$ cat config.mk
export PLATFORM = sky130hd
export DESIGN_NAME = z80_bus_fabric
export DESIGN_NICKNAME = d
export VERILOG_FILES = /design/src/rtl/z80_bus_fabric.sv
export SDC_FILE = /design/constraint.sdc
export NUM_CORES = 1
export LEC_CHECK = 0
export BUFFER_PORTS_ARGS = -buffer_cell sky130_fd_sc_hd__buf_2
export CORE_MARGIN = 4
export CORE_UTILIZATION = 46
export CTS_CLUSTER_SIZE = 30
export DETAILED_ROUTE_END_ITERATION = 8
export PLACE_DENSITY = 0.86
export RECOVER_POWER = 100
export SLEW_MARGIN = 30
export SYNTH_ARGS = -nofsm -noshare
export SYNTH_HDL_FRONTEND = slang
export SYNTH_SLANG_ARGS = --single-unit
$ cat constraint.sdc
create_clock -name clk -period 2.7 [get_ports clk]
set_clock_uncertainty 0.05 [all_clocks]
set_input_delay 0.54 -clock clk [delete_from_list [all_inputs] [get_ports clk]]
set_output_delay 0.54 -clock clk [all_outputs]
set_load 0.1 [all_outputs]
$ cat src/rtl/z80_bus_fabric.sv
// Z80 SoC bus fabric: address decode, read-data return, wait states,
// boot-ROM overlay and power-on reset hold-off with heartbeat.
module z80_bus_fabric #(
  parameter int unsigned ROM_AW        = 13,
  parameter int unsigned IO_CH         = 4,
  parameter logic [7:0]  IO_BASE       = 8'h80,
  parameter int unsigned IO_SPAN_LOG2  = 1,
  parameter logic [7:0]  CTRL_PORT     = 8'h38,
  parameter int unsigned WAIT_ROM      = 0,
  parameter int unsigned WAIT_RAM      = 0,
  parameter int unsigned WAIT_IO       = 1,
  parameter int unsigned RST_HOLD_LOG2 = 23,
  parameter int unsigned HB_BIT        = 24
) (
  input  logic               clk,
  input  logic               resetn,
  output logic               cpu_resetn,
  output logic               heartbeat,
  input  logic               nMREQ,
  input  logic               nIORQ,
  input  logic               nRD,
  input  logic               nWR,
  input  logic               nM1,
  input  logic [15:0]        address,
  output logic               rom_ce,
  output logic               ram_ce,
  output logic               ram_we,
  output logic [IO_CH-1:0]   io_sel,
  output logic               io_rd,
  output logic               io_wr,
  input  logic [7:0]         rom_data,
  input  logic [7:0]         ram_data,
  input  logic [8*IO_CH-1:0] io_data,
  output logic [7:0]         cpu_di,
  output logic               nWAIT,
  output logic               rom_en
);

  localparam int unsigned CNT_W = HB_BIT + 1;

  typedef enum logic {S_IDLE, S_WAIT} state_t;

  logic [CNT_W-1:0] r_cnt;
  logic             r_cpu_resetn;
  logic             r_rom_en;
  logic             r_rom_f;
  logic             r_ram_f;
  logic [IO_CH-1:0] r_io_f;
  logic             r_unmap_f;
  logic             r_acc_prev;
  state_t           r_state;
  logic [2:0]       r_wcnt;

  logic             w_memrd;
  logic             w_memwr;
  logic             w_mem;
  logic             w_low;
  logic             w_ioacc;
  logic             w_io_q;
  logic [7:0]       w_port_idx;
  logic [IO_CH-1:0] w_io_sel;
  logic             w_ctrl_wr;
  logic             w_acc;
  logic             w_start;
  logic [2:0]       w_wval;
  state_t           w_state_nxt;
  logic [2:0]       w_wcnt_nxt;

  // Strobe decode; everything is held quiet until the CPU is out of reset
  assign w_memrd    = r_cpu_resetn & ~nMREQ & ~nRD;
  assign w_memwr    = r_cpu_resetn & ~nMREQ & ~nWR;
  assign w_mem      = w_memrd | w_memwr;
  assign w_low      = (32'(address) < (32'd1 << ROM_AW));
  assign w_ioacc    = r_cpu_resetn & ~nIORQ & nM1;
  assign w_io_q     = w_ioacc & ~w_mem;
  assign w_port_idx = address[7:0] >> IO_SPAN_LOG2;

  always_comb begin
    w_io_sel = '0;
    for (int k = 0; k < int'(IO_CH); k++) begin
      w_io_sel[k] = w_io_q &
                    (w_port_idx == 8'(32'(IO_BASE >> IO_SPAN_LOG2) + 32'(k)));
    end
  end

  assign rom_ce     = w_memrd & w_low & r_rom_en;
  assign ram_ce     = (w_memrd & ~(w_low & r_rom_en)) | w_memwr;
  assign ram_we     = w_memwr;
  assign io_sel     = w_io_sel;
  assign io_rd      = w_io_q & ~nRD & (|w_io_sel);
  assign io_wr      = w_io_q & ~nWR & (|w_io_sel);
  // Overlay disable bit rides on address[8] (B register of OUT (C),r)
  assign w_ctrl_wr  = w_io_q & ~nWR & (address[7:0] == CTRL_PORT) & address[8];

  assign cpu_resetn = r_cpu_resetn;
  assign heartbeat  = r_cnt[HB_BIT];
  assign rom_en     = r_rom_en;

  always_ff @(posedge clk) begin
    if (!resetn) begin
      r_cnt        <= '0;
      r_cpu_resetn <= 1'b0;
      r_rom_en     <= 1'b1;
      r_rom_f      <= 1'b0;
      r_ram_f      <= 1'b0;
      r_io_f       <= '0;
      r_unmap_f    <= 1'b0;
      r_acc_prev   <= 1'b0;
    end else begin
      r_cnt        <= r_cnt + CNT_W'(1);
      r_cpu_resetn <= r_cpu_resetn | r_cnt[RST_HOLD_LOG2];
      if (!r_cpu_resetn)
        r_rom_en <= 1'b1;
      else if (w_ctrl_wr)
        r_rom_en <= 1'b0;
      r_rom_f      <= rom_ce;
      r_ram_f      <= ram_ce & w_memrd;
      r_io_f       <= w_io_sel & {IO_CH{~nRD}};
      r_unmap_f    <= w_io_q & ~nRD & ~(|w_io_sel);
      r_acc_prev   <= w_acc;
    end
  end

  // Read return: flags line up with the one-cycle synchronous memories
  always_comb begin
    cpu_di = ({8{r_rom_f}} & rom_data) | ({8{r_ram_f}} & ram_data) | {8{r_unmap_f}};
    for (int k = 0; k < int'(IO_CH); k++) begin
      cpu_di = cpu_di | ({8{r_io_f[k]}} & io_data[8*k +: 8]);
    end
  end

  assign w_acc   = w_mem | w_ioacc;
  assign w_start = w_acc & ~r_acc_prev;
  assign w_wval  = w_mem ? (rom_ce ? 3'(WAIT_ROM) : 3'(WAIT_RAM)) : 3'(WAIT_IO);

  always_ff @(posedge clk) begin
    if (!resetn) begin
      r_state <= S_IDLE;
      r_wcnt  <= 3'd0;
    end else begin
      r_state <= w_state_nxt;
      r_wcnt  <= w_wcnt_nxt;
    end
  end

  // nWAIT is low for exactly w_wval cycles, starting on the access-start cycle
  always_comb begin
    w_state_nxt = r_state;
    w_wcnt_nxt  = r_wcnt;
    nWAIT       = 1'b1;
    case (r_state)
      S_IDLE: begin
        if (w_start && (w_wval != 3'd0)) begin
          w_state_nxt = S_WAIT;
          w_wcnt_nxt  = w_wval - 3'd1;
          nWAIT       = 1'b0;
        end
      end
      S_WAIT: begin
        nWAIT = (r_wcnt == 3'd0);
        if (!w_acc || (r_wcnt == 3'd0))
          w_state_nxt = S_IDLE;
        else
          w_wcnt_nxt = r_wcnt - 3'd1;
      end
      default: w_state_nxt = S_IDLE;
    endcase
  end

endmodule

# Word-level counts from Yosys, hierarchy flattened
# Cells that the tools add are included.
# op_classes
order_cmp	1
n_bitwise	49
n_eq_ne	7
mux	9
n_reduce_logical	8
n_addsub	3
# ops
operator	n
$and A8 B8 Y8	6
$or A8 B8 Y8	6
$eq A7 B7 Y1 const B	4
$add A25 B1 Y25 const B	1
$and A1 B1 Y1	23
$lt A16 B14 Y1 const B	1
$not A1 Y1	9
$eq A8 B6 Y1 const B	1
$mux W3	2
$pmux W3 S2	1
$and A4 B4 Y4	1
$mux W1	4
$ne A2 B2 Y1 const B	2
$or A1 B1 Y1	4
$pmux W1 S2	2
$reduce_and A2 Y1	2
$reduce_or A4 Y1	1
$logic_not A3 Y1	1
$reduce_bool A3 Y1	1
$sub A3 B1 Y3 const B	1
$sub A1 B1 Y2 const B	1
$logic_and A1 B1 Y1	1
$logic_not A1 Y1	1
$logic_or A1 B1 Y1	1
# totals
wordCells	87
output_inout_bits	21
register_bits	39

# Logic depth before layout (Yosys ltp)
# depth
ltp_word	10
mapped_depth	6

# Worst setup path before layout
# OpenSTA, ideal clock, no wires.
# synth_path
kind	register to output
startpoint	register r_rom_en (netlist: rom_en)
endpoint	output port rom_ce
path_buffers	0
arrival_time_ns	4.263
path_slack_ns	-2.153
path_stages_with_launch	3
cell_sequence	dfxtp_1 > nor4b_1 > nor4bb_1
# synth_between
elab_chain_len	1
# synth_lines
element	line_no	text
start, declared	45	logic r_rom_en;
start signal, assigned	103	r_rom_en <= 1'b1;
start signal, assigned	113	r_rom_en <= 1'b1;
start signal, assigned	115	r_rom_en <= 1'b0;
$and A1 B1 Y1	86	assign rom_ce = w_memrd & w_low & r_rom_en;
end, declared	25	output logic rom_ce,
# No other way between the ends.

# Final worst setup path
# layout_path
startpoint	input port address[15]
endpoint	output port rom_ce
# layout_between
elab_chain_len	3
# layout_lines
element	line_no	text
start, declared	24	input logic [15:0] address,
$lt A16 B14 Y1	73	assign w_low = (32'(address) < (32'd1 << ROM_AW));
$and A1 B1 Y1 (2 in series)	86	
# No other way between the ends.

==> impl_results.md <==
- Hold Path Class: register to register
- Post-DP HPWL: 4.29 mm
- Largest net degree at the start of global routing: 25
- CTS buffer count: 5
- Cell Chain, Critical Path: buf_2 > nor4b_1 > nor4bb_4 > buf_2
- Max-slew headroom: 0.225
- Worst Path Arrival: 1.95 ns
- FF-to-FF setup slack: 0.47 ns
- Leak: 1.04 nW
- Worst path top cell family by delay: simple AND/OR/NAND/NOR gates
- Synth Warn #: 0
- H-tree levels: 2
- Sequential area share after synthesis: 0.393
- Critical Path Source: address[15]
- #FFs+latches synth: 39
- Compound-gate portion of the synthesized area: 0.178
- Reg2reg end: r_cnt[24]
- Wire length per cell: 15.3 um
- Detailed-route via count: 2124
- Hold depth: 1
- Die X: 73.7 um
- Hold EP: r_cnt[0]
- Grt total ovfl: 0
- Sink Count: 39
- Vias per inst: 5.74
- Most Frequent Cell on Critical Path: buf_2
- Clk buf depth: 2
- Number of I/O port buffers: 87
- Slew Limit Fails: 0
- Setup CP Type: input pin to output pin
- Clock Latency Late Sink: 0.29 ns
- Hold_buf cts: 0
- CTS clk-pin slew, worst paths: 0.07 ns
- Site Rows: 23
- Initial antenna violation count: 0
- Ant. Diodes: 0
- Crit-path slowest cell: nor4b_1
- Max capacitance violation total: 0
- Final design utilization: 0.639
- CP bufs+invs: 2
- Layout Nets: 394
- Cts repair resizes: 0
- Number of post-CTS setup repair buffers: 0
- Worst reg-to-reg path cell count: 5
- RSZ-0062 raised after global routing: no
- Syn Inst Count: 238
- Worst r2r src: r_cnt[0]
- Residual DRC: 0
- Starting Density: 0.486
- Final setup viols: 0
- Final GP Congestion: 0.797
- Post-Synth Simple-Gate Area: 0.299
- Syn Std Cell Area: 1980 um^2
- WL final: 5.66 mm
- Most frequent cells in the layout: buf_2 (66), dfxtp_1 (37), nor2_1 (21), a21oi_1 (18), nand3_1 (17)
- Crit. End Element: output pin
- Crit-path max cell delay: 0.52 ns
- Synth top area cells: dfxtp_1 (39%), nor2_1 (5.1%), a21oi_1 (4.8%)
- Top cell type's share of synthesized area: 0.393
- Area growth from synthesis to layout: 31.5%
- DR iter-0 viols: 131
- Slew @ Worst Pin: roughly 1.2 ns
- Hold WS: ~0.42 ns
- Critical Path RT: 2.11 ns
- Post-synthesis adder-cell area fraction: 0.0189
- Synth unique cells: 42
- Mux cell area share after synthesis: 0.00504
- Period minus WS final: about 2.5 ns
- Mean Syn Cell Area: 8.34 um^2
- Worst-path fanout max: 3
- CTS tree: yes
- Pwr/cell area: 407 nW/um^2
- VDD IR max: around 300 uV
- Yosys top cell by area: dfxtp_1
- Status: complete, no violations
- Final hold violations: 0
- Commonest non-fill, non-tap cell in the layout: buf_2
- Crit start category: input pin
- Layout cell share with drive strength beyond 1: 0.338
- Root buf cell: clkbuf_8
- Syn Nets: 312
- Vias in the first global route: just over 2000
- Die Span Y: approximately 74 um
- XOR/XNOR Fraction of Synth Area: 0.0618
- First-pass GRT wire length: ~8.9 mm
- Number of placed I/O pins: 92
- Max Fclk: between 0.3 and 0.4 GHz
- Fin crit share: 0.941
- Core area: 4090 um^2
- Die area: 5430 um^2
- Hold Crit Start: r_cnt[0]
- Largest family of logic cells by synthesized area: simple AND/OR/NAND/NOR gates
- Global-route usage over all layers: 0.207
- ANT nets after route: 0
- First-pass DRT Iterations: 6
worst reg2reg max path, stage by stage, from the launching register on:
cell and delay, ns:
dfxtp_1 0.38, ha_1 0.24, nand4_1 0.24, or3_1 0.56
or4_1 0.54, a21oi_1 0.14
state kept, by name, indices dropped and copies added, names as in the netlist:
signal,cells
r_acc_prev,1
r_io_f,4
cpu_resetn,1
r_rom_f,1
r_unmap_f,1
r_state,1
r_cnt,25
r_wcnt,3
rom_en,1
r_ram_f,1
synth_stat cells, drive strengths merged:
cell,n
nand3b,1
xnor2,7
nor3b,2
or2,2
xor2,7
o21a,1
clkbuf,10
ha,3
and3b,1
and3,4
o31ai,5
nand2,12
a211oi,3
a22oi,8
nor3,5
and4,5
nor4bb,1
nand3,18
inv,8
nor2,27
a222oi,8
a21o,1
buf,3
or3,9
a21oi,19
mux2i,1
o21ai,7
or4,3
nand4,6
nor4b,2
nand2b,3
a2111oi,1
nor4,3
nand4b,1
dfxtp,39
and2,2
metrics by stage:
step | cell area (um^2) | instances | worst slack, ns | setup TNS, ns | total power [W]
floorplan | 2060 | 238 | -0.0587 | -0.0587 | 0.000617
global placement | 2630 | 363 | 0.230 | 0 | 0.000672
detailed placement | 2630 | 363 | 0.190 | 0 | 0.000674
CTS | 2710 | 370 | 0.190 | 0 | 0.00106
global route | 2610 | 370 | 0.0563 | 0 | 0.00110
finish | 2610 | 370 | 0.161 | 0 | 0.00106
cell type report:
type                    count  area [um^2]
clock inverters             1         5.00
inverters                   8         30.0
flip-flops and latches     39          783
multi-input cells         178         1180
well taps                  50         62.6
fillers                   355         1480
repair buffers             88          467
clock buffers               6         82.6
logic make-up after synthesis:
| logic type | Yosys count |
|---|---|
| XOR/XNOR | 14 |
| buffers and inverters | 21 |
| AND/OR/NAND/NOR | 107 |
| AO/OA/AOI/OAI | 53 |
| multiplexers | 1 |
| adder cells (fa/ha/maj) | 3 |
| flip-flops | 39 |
power breakdown:
part	leakage, nW	internal (W)	switching, W
combinational	0.680	0.0000420	0.0000363
clock	0.0470	0.000200	0.000200
sequential	0.315	0.000579	0.00000350
worst max-delay path by stage:
stage | slack [ns] | to | depth (start not counted)
5_1_grt | 0.06 | io_sel[1] | 6
3_5_place_dp | 0.19 | io_sel[1] | 6
3_3_place_gp | 0.23 | io_sel[0] | 6
2_1_floorplan | -0.06 | rom_ce | 2
6_report | 0.16 | rom_ce | 4
4_1_cts | 0.19 | io_sel[1] | 6
per-layer routing:
layer / part of all wire / global-route usage / vias up
met5: 0 / 0 / -
met4: 0.021 / 0.0785 / 0
met3: 0.071 / 0.0616 / 13
met2: 0.50 / 0.357 / 77
met1: 0.40 / 0.239 / 986
li1: - / - / 1048
Power figures use the tool's default switching activity.
